$ cat config.mk
export PLATFORM = sky130hd
export DESIGN_NAME = mem_arbiter
export DESIGN_NICKNAME = d
export VERILOG_FILES = /design/src/rtl/aww_types_pkg.sv /design/src/rtl/cpu_types_pkg.sv /design/src/rtl/mem_arbiter.sv
export SDC_FILE = /design/constraint.sdc
export NUM_CORES = 1
export LEC_CHECK = 0
export CAP_MARGIN = 0
export CELL_PAD_IN_SITES_DETAIL_PLACEMENT = 0
export CELL_PAD_IN_SITES_GLOBAL_PLACEMENT = 1
export CORE_AREA = 2 2 103 105
export DETAILED_ROUTE_END_ITERATION = 12
export DIE_AREA = 0 0 105 107
export DONT_BUFFER_PORTS = 1
export GPL_TIMING_DRIVEN = 1
export MAX_ROUTING_LAYER = met4
export PLACE_DENSITY_LB_ADDON = 0.1
export SYNTH_ARGS = -nofsm -noshare
export SYNTH_HDL_FRONTEND = slang
export SYNTH_SLANG_ARGS = --single-unit
$ cat constraint.sdc
create_clock -name CLK -period 2.2 [get_ports CLK]
set_input_delay 0.66 -clock CLK [delete_from_list [all_inputs] [get_ports CLK]]
set_output_delay 0.66 -clock CLK [all_outputs]
set_load 0.05 [all_outputs]
$ cat src/rtl/aww_types_pkg.sv
// State encodings for the cache-side controllers and the memory arbiter.
package aww_types_pkg;

  typedef enum logic [1:0] {
    IDLE  = 2'd0,
    GNT_D = 2'd1,
    GNT_I = 2'd2
  } arb_state_t;

endpackage

$ cat src/rtl/cpu_types_pkg.sv
// Shared CPU/memory-side types: RAM handshake state and the machine word.
package cpu_types_pkg;

  typedef logic [31:0] word_t;

  typedef enum logic [1:0] {
    FREE   = 2'd0,
    BUSY   = 2'd1,
    ACCESS = 2'd2,
    ERROR  = 2'd3
  } ramstate_t;

endpackage

$ cat src/rtl/mem_arbiter.sv
// Grants the single-ported RAM to either the dcache or the icache, holding a
// dcache grant across whole bursts, and flags a RAM that stops answering.
module mem_arbiter
  import cpu_types_pkg::*;
  import aww_types_pkg::*;
#(
  parameter int TIMEOUT = 1023
) (
  input  logic        CLK,
  input  logic        nRST,
  input  logic        dREN,
  input  logic        dWEN,
  input  logic [31:0] daddr,
  input  logic [31:0] dstore,
  output logic        dwait,
  output logic [31:0] dload,
  input  logic        iREN,
  input  logic [31:0] iaddr,
  output logic        iwait,
  output logic [31:0] iload,
  output logic        ramREN,
  output logic        ramWEN,
  output logic [31:0] ramaddr,
  output logic [31:0] ramstore,
  input  logic [31:0] ramload,
  input  logic [1:0]  ramstate,
  output logic        ram_timeout
);

  localparam int CNT_W = $clog2(TIMEOUT + 1);
  localparam logic [CNT_W-1:0] CNT_MAX = CNT_W'(TIMEOUT);
  localparam logic [CNT_W-1:0] CNT_ONE = CNT_W'(1);

  arb_state_t       state_r, state_s;
  logic             last_d_r, last_d_s;
  logic [CNT_W-1:0] stall_cnt_r, stall_cnt_s;
  logic             ram_timeout_r, ram_timeout_s;
  logic             dreq_s, access_s;

  assign dreq_s      = dREN | dWEN;
  assign access_s    = (ramstate_t'(ramstate) == ACCESS);
  assign dload       = ramload;
  assign iload       = ramload;
  assign ram_timeout = ram_timeout_r;

  // Grant selection and RAM/cache handshake; completion is same-cycle as ACCESS.
  always_comb begin
    state_s  = state_r;
    last_d_s = last_d_r;
    dwait    = 1'b1;
    iwait    = 1'b1;
    ramREN   = 1'b0;
    ramWEN   = 1'b0;
    ramaddr  = 32'h0000_0000;
    ramstore = 32'h0000_0000;
    case (state_r)
      IDLE: begin
        // last_d breaks the tie so simultaneous requesters alternate.
        if (dreq_s && (!iREN || !last_d_r)) begin
          state_s = GNT_D;
        end else if (iREN) begin
          state_s = GNT_I;
        end else begin
          state_s = IDLE;
        end
      end
      GNT_D: begin
        ramaddr  = daddr;
        ramstore = dstore;
        ramWEN   = dWEN;
        ramREN   = dREN & ~dWEN;
        dwait    = ~access_s;
        if (!dreq_s) begin
          state_s  = IDLE;
          last_d_s = 1'b1;
        end else begin
          state_s = GNT_D;
        end
      end
      GNT_I: begin
        ramaddr = iaddr;
        ramREN  = 1'b1;
        iwait   = ~access_s;
        if (access_s && dreq_s) begin
          state_s  = IDLE;
          last_d_s = 1'b0;
        end else if (!iREN) begin
          state_s = IDLE;
        end else begin
          state_s = GNT_I;
        end
      end
      default: begin
        state_s = IDLE;
      end
    endcase
  end

  // Saturating count of consecutive non-ACCESS cycles under one grant.
  always_comb begin
    stall_cnt_s = stall_cnt_r;
    if ((state_r == IDLE) || access_s) begin
      stall_cnt_s = '0;
    end else if (stall_cnt_r == CNT_MAX) begin
      stall_cnt_s = stall_cnt_r;
    end else begin
      stall_cnt_s = stall_cnt_r + CNT_ONE;
    end
    ram_timeout_s = ram_timeout_r | (stall_cnt_s == CNT_MAX);
  end

  // State, round-robin bit, stall counter and sticky timeout registers.
  always_ff @(posedge CLK or negedge nRST) begin
    if (!nRST) begin
      state_r       <= IDLE;
      last_d_r      <= 1'b0;
      stall_cnt_r   <= '0;
      ram_timeout_r <= 1'b0;
    end else begin
      state_r       <= state_s;
      last_d_r      <= last_d_s;
      stall_cnt_r   <= stall_cnt_s;
      ram_timeout_r <= ram_timeout_s;
    end
  end

endmodule

==> reports/results.txt, run 1 <==
Area Growth Syn to Fin = 80.32%
Synth area leader = buf_4
RSZ-0062 raised after global routing = yes
Worst R2R Start = stall_cnt_r[0]
Sw Ratio = 0.4827
FF+latch area = 350.3 sq um
#FFs+latches synth = 14
DRC = 0
Hold Crit Class = in -> async
clock latency on the worst-skew pair = 0.24 ns
placed cell areas = 3239 sq um
gr ovfl total = 0
FILL cells = 1011
Synth Area per Inst = 7.648 sq um
R2R Setup Slk = 0.29 ns
Crit Path Max Fanout = 20
Max Clock Freq = 434.5 MHz
required time of the critical path = 1.54 ns
share of cells above drive strength 1 = 0.6667
Hold Vio Cnt, Final = 0
Mapped Cells = 266
initial antenna violation count = 1
GR Util All Layers = 0.1336
Die H = 107 um
wire per inst = 19.13 um
Buf+Inv Stages, Crit Path = 3
gpl congestion = 0.7657
crit-path leading delay family = buffers and inverters
largest net degree at the start of global routing = 30
Yosys warnings = 0
multi-input logic area = 1603 sq um
Clk pin slew, worst setup/hold paths = 0.06 ns
Design Area, Final = 3669 sq um
CTS Root Cell = clkbuf_8
maxcap violations = 0
Reg power frac = 0.052
Setup CP Type = reg -> out
Routed WL = 7671 um
critical-path cell list = buf_4 > ha_4 > bufbuf_16 > a22oi_2 > nor2b_4 > buf_12
Antenna Violating Nets Remaining = 0
initial DRC count = 60
EDFF count, synth = 0
Final Max Tran Viols = 0
Final Total Pwr = 6.347 mW
ys async rst share = 1.000
Ports = 268
vias per cell = 4.566
Comb power frac = 0.914
DIE AREA = 11240 sq um
number of global-route vias before repair = 1978
# rows = 37
Worst Slack Setup Final = -0.1016 ns
internal power = 3.283 mW
synthesized area = 2034 sq um
CTS H-tree lvls = 1
Core Area = 10090 sq um
Hold Slack = 0.1077 ns
WP data arrival = 1.64 ns
number of CTS-inserted buffers = 3
final worst-path cycle share = 1.046
top cells by area, synth = buf_4 24%, dfrtp_1 17%, a22oi_1 12%, and2_1 10%, nor2b_1 9.8%
First-pass DRT Iterations = 4
final count of negative-setup-slack endpoints = 46
Slew headroom = 0.6749
Leakage = 1.403 nW
Layout Nets = 406
top cell type's share of synthesized area = 0.2362
slowest cell on the critical path = dfrtp_1
Hold Buf Count CTS = 0
status = finished with violations
highest ir drop seen on vdd = 0.9510 mV
first-pass GRT wire length = 11450 um
Worst path max stage delay = 0.38 ns
register area share after synthesis = 0.1722
Die X = 105 um
CTS tree = built
Detail Placement HPWL = 6124 um
clk_skew = 0.002973 ns
P_sw = 3.063 mW
I/O Buffers = 0
CTS Buffer Depth = 2
clk sink count = 14
Post-Syn Nets = 406
Worst setup SP type = flop
reg2reg end = ram_timeout
ys flop type = dfrtp_1
Initial Util = 0.2016
via count = 1831
synth unique cells = 41
violated checks = negative setup slack
P per Cell Area = 1730 nW/um^2
Worst-Margin Slew = 0.4876 ns
Critical Path End Type = output pin
R2R depth = 6
crit path time final = 2.302 ns
Clock power frac = 0.033
-- cell type report --
type	count	area share
Multi-Input combinational cell	169	0.4369
Timing Repair Buffer	76	0.4065
Sequential cell	14	0.09550
Tap cell	136	0.04638
Clock buffer	3	0.01126
Inverter	2	0.002729
Antenna cell	1	0.0006821
-- per-layer routing --
metal  track usage  wire (um)  part of all wire  up-vias
met5             -          0                 0        -
met4       0.02952         47            0.0061        0
met3       0.03647        607             0.079        5
met2        0.2546       4541              0.59      121
met1        0.1365       2474              0.32      852
li1              -          -                 -      853
-- repair_timing --
action | in CTS | in global routing
resized for setup | 45 | 4
cloned | 3 | 2
setup buffers | 3 | 0
setup endpoints to repair | 37 | 48
pin swaps | 6 | 0
-- worst reg2reg max path, cell delays in order, from the launching register on --
cell and delay [ns]:
dfrtp_1 0.43, ha_1 0.27, nand3_1 0.21, o31ai_1 0.36, a2bb2oi_1 0.22, nor3b_1 0.08, a41o_1 0.22
-- flip-flops by register name, summed over array words and instances, names as in the netlist --
register and count:
stall_cnt_r 10, ram_timeout 1, state_r 2, last_d_r 1
-- Yosys cell counts (3+ instances only) --
library cell	instances
and2_1	34
nor2b_1	32
clkbuf_1	15
a22oi_1	32
nand2_1	11
buf_4	64
a21oi_1	5
nor3_1	4
a41oi_1	3
ha_1	5
o21ai_0	4
dfrtp_1	14
o21a_1	3
nor2_1	9
-- placed cells by master (no fill, tap or decap), types with 2 or more instances in the layout --
cell type	n
buf_12	65
nor2b_4	33
a22oi_2	32
and2_2	18
and2_1	14
dfrtp_1	14
nand2_1	10
nor2_1	9
a21oi_1	5
o21ai_0	4
buf_4	4
nor3_1	3
o21a_1	3
a41oi_1	3
ha_4	3
clkbuf_8	3
and2_4	2
nand3_1	2
and3_1	2
ha_1	2
buf_16	2
clkbuf_16	2
buf_6	2
-- per-stage QoR --
step	util	cells	setup slack, ns	TNS (ns)
final	0.3635	401	-0.1016	-2.310
after global routing	0.3635	401	-0.1723	-5.743
after CTS	0.3568	398	-0.1163	-2.035
after detailed placement	0.3210	389	0.1152	0
after global placement	0.3210	389	0.1836	0
after floorplan	-	266	-0.03545	-1.234
-- logic make-up after synthesis --
logic type / after synthesis / share of synthesized area
compound gates: 56 / 0.2030
xor+xnor: 1 / 0.004306
fa+ha+maj: 5 / 0.03075
buf+inv: 83 / 0.2724
flops: 14 / 0.1722
mux: 2 / 0.01045
simple gates: 105 / 0.3069
-- power groups by stage --
stage	logic [mW]	clock network (mW)	registers, mW
final	5.80	0.212	0.333
after global placement	5.24	0	0.338
after global routing	6.03	0.232	0.340
after CTS	5.83	0.220	0.333
after detailed placement	5.27	0	0.343
after floorplan	3.36	0	0.331
-- worst max-delay path by stage --
| stage | from | endpoint | slack (ns) | cells past startpoint |
|---|---|---|---|---|
| 2_1_floorplan | state_r[0] | ramaddr[0] | -0.04 | 6 |
| 3_3_place_gp | state_r[0] | ramaddr[23] | 0.18 | 6 |
| 3_5_place_dp | state_r[0] | ramaddr[20] | 0.12 | 6 |
| 4_1_cts | state_r[0] | ramaddr[13] | -0.12 | 6 |
| 5_1_grt | state_r[0] | ramaddr[4] | -0.17 | 6 |
| 6_report | state_r[0] | ramaddr[23] | -0.10 | 6 |
No activity file was read; power rests on OpenSTA's default activity.
==> run 2, diff against run 1 <==
--- a/config.mk
+++ b/config.mk
@@ -5,6 +5,7 @@
 export SDC_FILE = /design/constraint.sdc
 export NUM_CORES = 1
 export LEC_CHECK = 0
+export ABC_AREA = 1
 export CAP_MARGIN = 0
 export CELL_PAD_IN_SITES_DETAIL_PLACEMENT = 0
 export CELL_PAD_IN_SITES_GLOBAL_PLACEMENT = 1
==> reports/results.txt, run 2 <==
Largest register FFs = 10 (unchanged)
first-pass GRT wire length = 11270 um (was 11450 um)
First-pass DRT Iterations = 4 (unchanged)
CTS H-tree lvls = 1 (unchanged)
Met3 Routed Length = 710 um (was 607 um)
Hold Crit Class = in -> async (unchanged)
DR top layer = met4 (unchanged)
clk_skew = 0.004964 ns (was 0.002973 ns)
final worst-path cycle share = 1.023 (was 1.046)
required time of the critical path = 1.54 ns (about the same)
wl on met1 = 3106 um (was 2474 um)
Synth Area per Inst = 5.746 sq um (was 7.648 sq um)
Setup TNS Final = -1.473 ns (was -2.310 ns)
commonest non-fill, non-tap cell in the layout = nand2_1 (was buf_12)
Largest regs = stall_cnt_r x10, state_r x2 (unchanged)
CTS tree = built (unchanged)
DRC = 0 (unchanged)
multi-input logic area = 1473 sq um (was 1603 sq um)
Hold Vio Cnt, Final = 0 (unchanged)
top cells by area, synth = buf_4 22%, nand2_1 22%, dfrtp_1 16%, inv_1 11%, a21oi_1 9.1% (was buf_4 24%, dfrtp_1 17%, a22oi_1 12%, and2_1 10%, nor2b_1 9.8%)
# rows = 37 (unchanged)
via count = 2146 (was 1831)
Yosys warnings = 0 (unchanged)
clock latency on the worst-skew pair = 0.25 ns (was 0.24 ns)
#FFs+latches synth = 14 (unchanged)
status = finished with violations (unchanged)
Placed Cells = 475 (was 389)
CTS Root Cell = clkbuf_8 (unchanged)
clk sink count = 14 (unchanged)
Synth area leader = buf_4 (unchanged)
Ant. Diodes = 0 (was 1)
Post-Syn Nets = 513 (was 406)
Leakage = 1.261 nW (was 1.403 nW)
Antenna Violating Nets Remaining = 0 (unchanged)
Mapped Cells = 373 (was 266)
most flop-heavy register = stall_cnt_r (unchanged)
EDFF count, synth = 0 (unchanged)
gpl congestion = 0.7148 (was 0.7657)
GR Util All Layers = 0.1319 (was 0.1336)
Detail Placement HPWL = 5823 um (was 6124 um)
Die X = 105 um (unchanged)
Critical Path End Type = output pin (unchanged)
P per Cell Area = 1703 nW/um^2 (was 1730 nW/um^2)
Setup CP Type = reg -> out (unchanged)
vias per cell = 4.353 (was 4.566)
top cells by count, synth = 128 x nand2_1, 64 x buf_4, 61 x inv_1, 39 x a21oi_1 (was 64 x buf_4, 34 x and2_1, 32 x a22oi_1, 32 x nor2b_1, 15 x clkbuf_1)
share of cells above drive strength 1 = 0.4538 (was 0.6667)
Hold Buf Count CTS = 0 (unchanged)
Worst-Margin Slew = 0.4627 ns (was 0.4876 ns)
violated checks = negative setup slack (unchanged)
number of CTS-inserted buffers = 3 (unchanged)
initial DRC count = 93 (was 60)
number of global-route vias before repair = 2205 (was 1978)
ys flop type = dfrtp_1 (unchanged)
synth unique cells = 23 (was 41)
RSZ-0062 raised after global routing = yes (unchanged)
final count of negative-setup-slack endpoints = 56 (was 46)
Worst setup SP type = flop (unchanged)
maxcap violations = 0 (unchanged)
synthesized area = 2143 sq um (was 2034 sq um)
Area Growth Syn to Fin = 64.92% (was 80.32%)
Slew headroom = 0.6915 (was 0.6749)
highest ir drop seen on vdd = 0.7103 mV (was 0.9510 mV)
Die H = 107 um (unchanged)
Clk pin slew, worst setup/hold paths = 0.06 ns (about the same)
met2 routed WL = 4309 um (was 4541 um)
Max Clock Freq = 444.2 MHz (was 434.5 MHz)
Non-Filler Instances = 493 (was 401)
Layout Nets = 498 (was 406)
Ports = 268 (unchanged)
Core Area = 10090 sq um (unchanged)
initial antenna violation count = 0 (was 1)
gr ovfl total = 0 (unchanged)
DIE AREA = 11240 sq um (unchanged)
crit path time final = 2.251 ns (was 2.302 ns)
I/O Buffers = 0 (unchanged)
register area share after synthesis = 0.1635 (was 0.1722)
most numerous cell in the Yosys netlist = nand2_1 (was buf_4)
Crit Path Max Fanout = 7 (was 20)
top cell type's share of synthesized area = 0.2242 (was 0.2362)
FF+latch area = 351.6 sq um (was 350.3 sq um)
most frequent cells in the layout = 109 x nand2_1, 41 x buf_12, 34 x a21oi_4 (was 65 x buf_12, 33 x nor2b_4, 32 x a22oi_2)
Worst Slack Setup Final = -0.05111 ns (was -0.1016 ns)
ys async rst share = 1.000 (unchanged)
largest net degree at the start of global routing = 29 (was 30)
WP data arrival = 1.59 ns (was 1.64 ns)
Routed WL = 8312 um (was 7671 um)
FILL cells = 1050 (was 1011)
Initial Util = 0.2124 (was 0.2016)
wire per inst = 16.86 um (was 19.13 um)
Final Max Tran Viols = 0 (unchanged)
CTS Buffer Depth = 2 (unchanged)
## run 2: power by group
| group | internal (mW) | total [mW] | switching, mW |
|---|---|---|---|
| clock network | 0.158 | 0.251 | 0.0930 |
| logic | 2.12 | 5.42 | 3.29 |
| registers | 0.305 | 0.354 | 0.0492 |
| total | 2.59 | 6.02 | 3.44 |
## run 2: per-stage QoR
| stage | cell area (sq um) | power (mW) | worst slack, ns | hold WS, ns | util |
|---|---|---|---|---|---|
| after global placement | 3109 | 5.050 | 0.1218 | 0.3647 | 0.3081 |
| final | 3535 | 6.021 | -0.05111 | 0.1030 | 0.3502 |
| after detailed placement | 3109 | 5.032 | 0.09074 | 0.3647 | 0.3081 |
| after global routing | 3535 | 6.301 | -0.1221 | 0.08043 | 0.3502 |
| after CTS | 3283 | 5.589 | -0.08208 | 0.09307 | 0.3253 |
| after floorplan | 2638 | 3.761 | 0.004159 | 0.3644 | - |
## run 2: cell type report
class	count	share of cell area
Clock buffer	4	0.01558
Inverter	61	0.09770
Tap cell	136	0.04814
Sequential cell	14	0.09947
Timing Repair Buffer	60	0.3225
Multi-Input combinational cell	218	0.4166
## run 2: timing repair
| action | in CTS | in global routing |
|---|---|---|
| pin swaps | 1 | 15 |
| gates resized for setup | 10 | 27 |
| setup endpoints to repair | 54 | 40 |
| cloned | 3 | 7 |
| buffers inserted | 2 | 4 |
## run 2: cell families after synthesis
kind of cell             Yosys count  synth area share
flip-flops                        14            0.1635
XOR/XNOR                           1          0.004087
AND/OR/NAND/NOR                  164            0.3211
buffers and inverters            141            0.3625
adder cells (fa/ha/maj)            5           0.02919
AO/OA/AOI/OAI                     48            0.1197
## run 2: final timing paths
path	endpoint	startpoint	cells past startpoint	slack [ns]
hold reg to reg	last_d_r	last_d_r	2	0.50
setup reg to reg	ram_timeout	stall_cnt_r[0]	9	0.49
min in group CLK	last_d_r	last_d_r	2	0.50
setup / recovery	ramaddr[21]	state_r[1]	6	-0.05
hold / removal	stall_cnt_r[8]	nRST	0	0.10
max in group asynchronous	state_r[0]	nRST	0	2.01
## run 2: worst max-delay path, cell delays in order (launching register included)
cell,delay [ns]
dfrtp_1,0.39
inv_2,0.08
ha_4,0.27
clkbuf_16,0.20
nand2_1,0.10
a21oi_4,0.16
buf_12,0.15
## run 2: metal layers
metal	GRT usage	vias up
met1	0.1488	965
li1	-	1027
met2	0.2273	128
met3	0.03526	26
met4	0.04381	0
met5	-	-
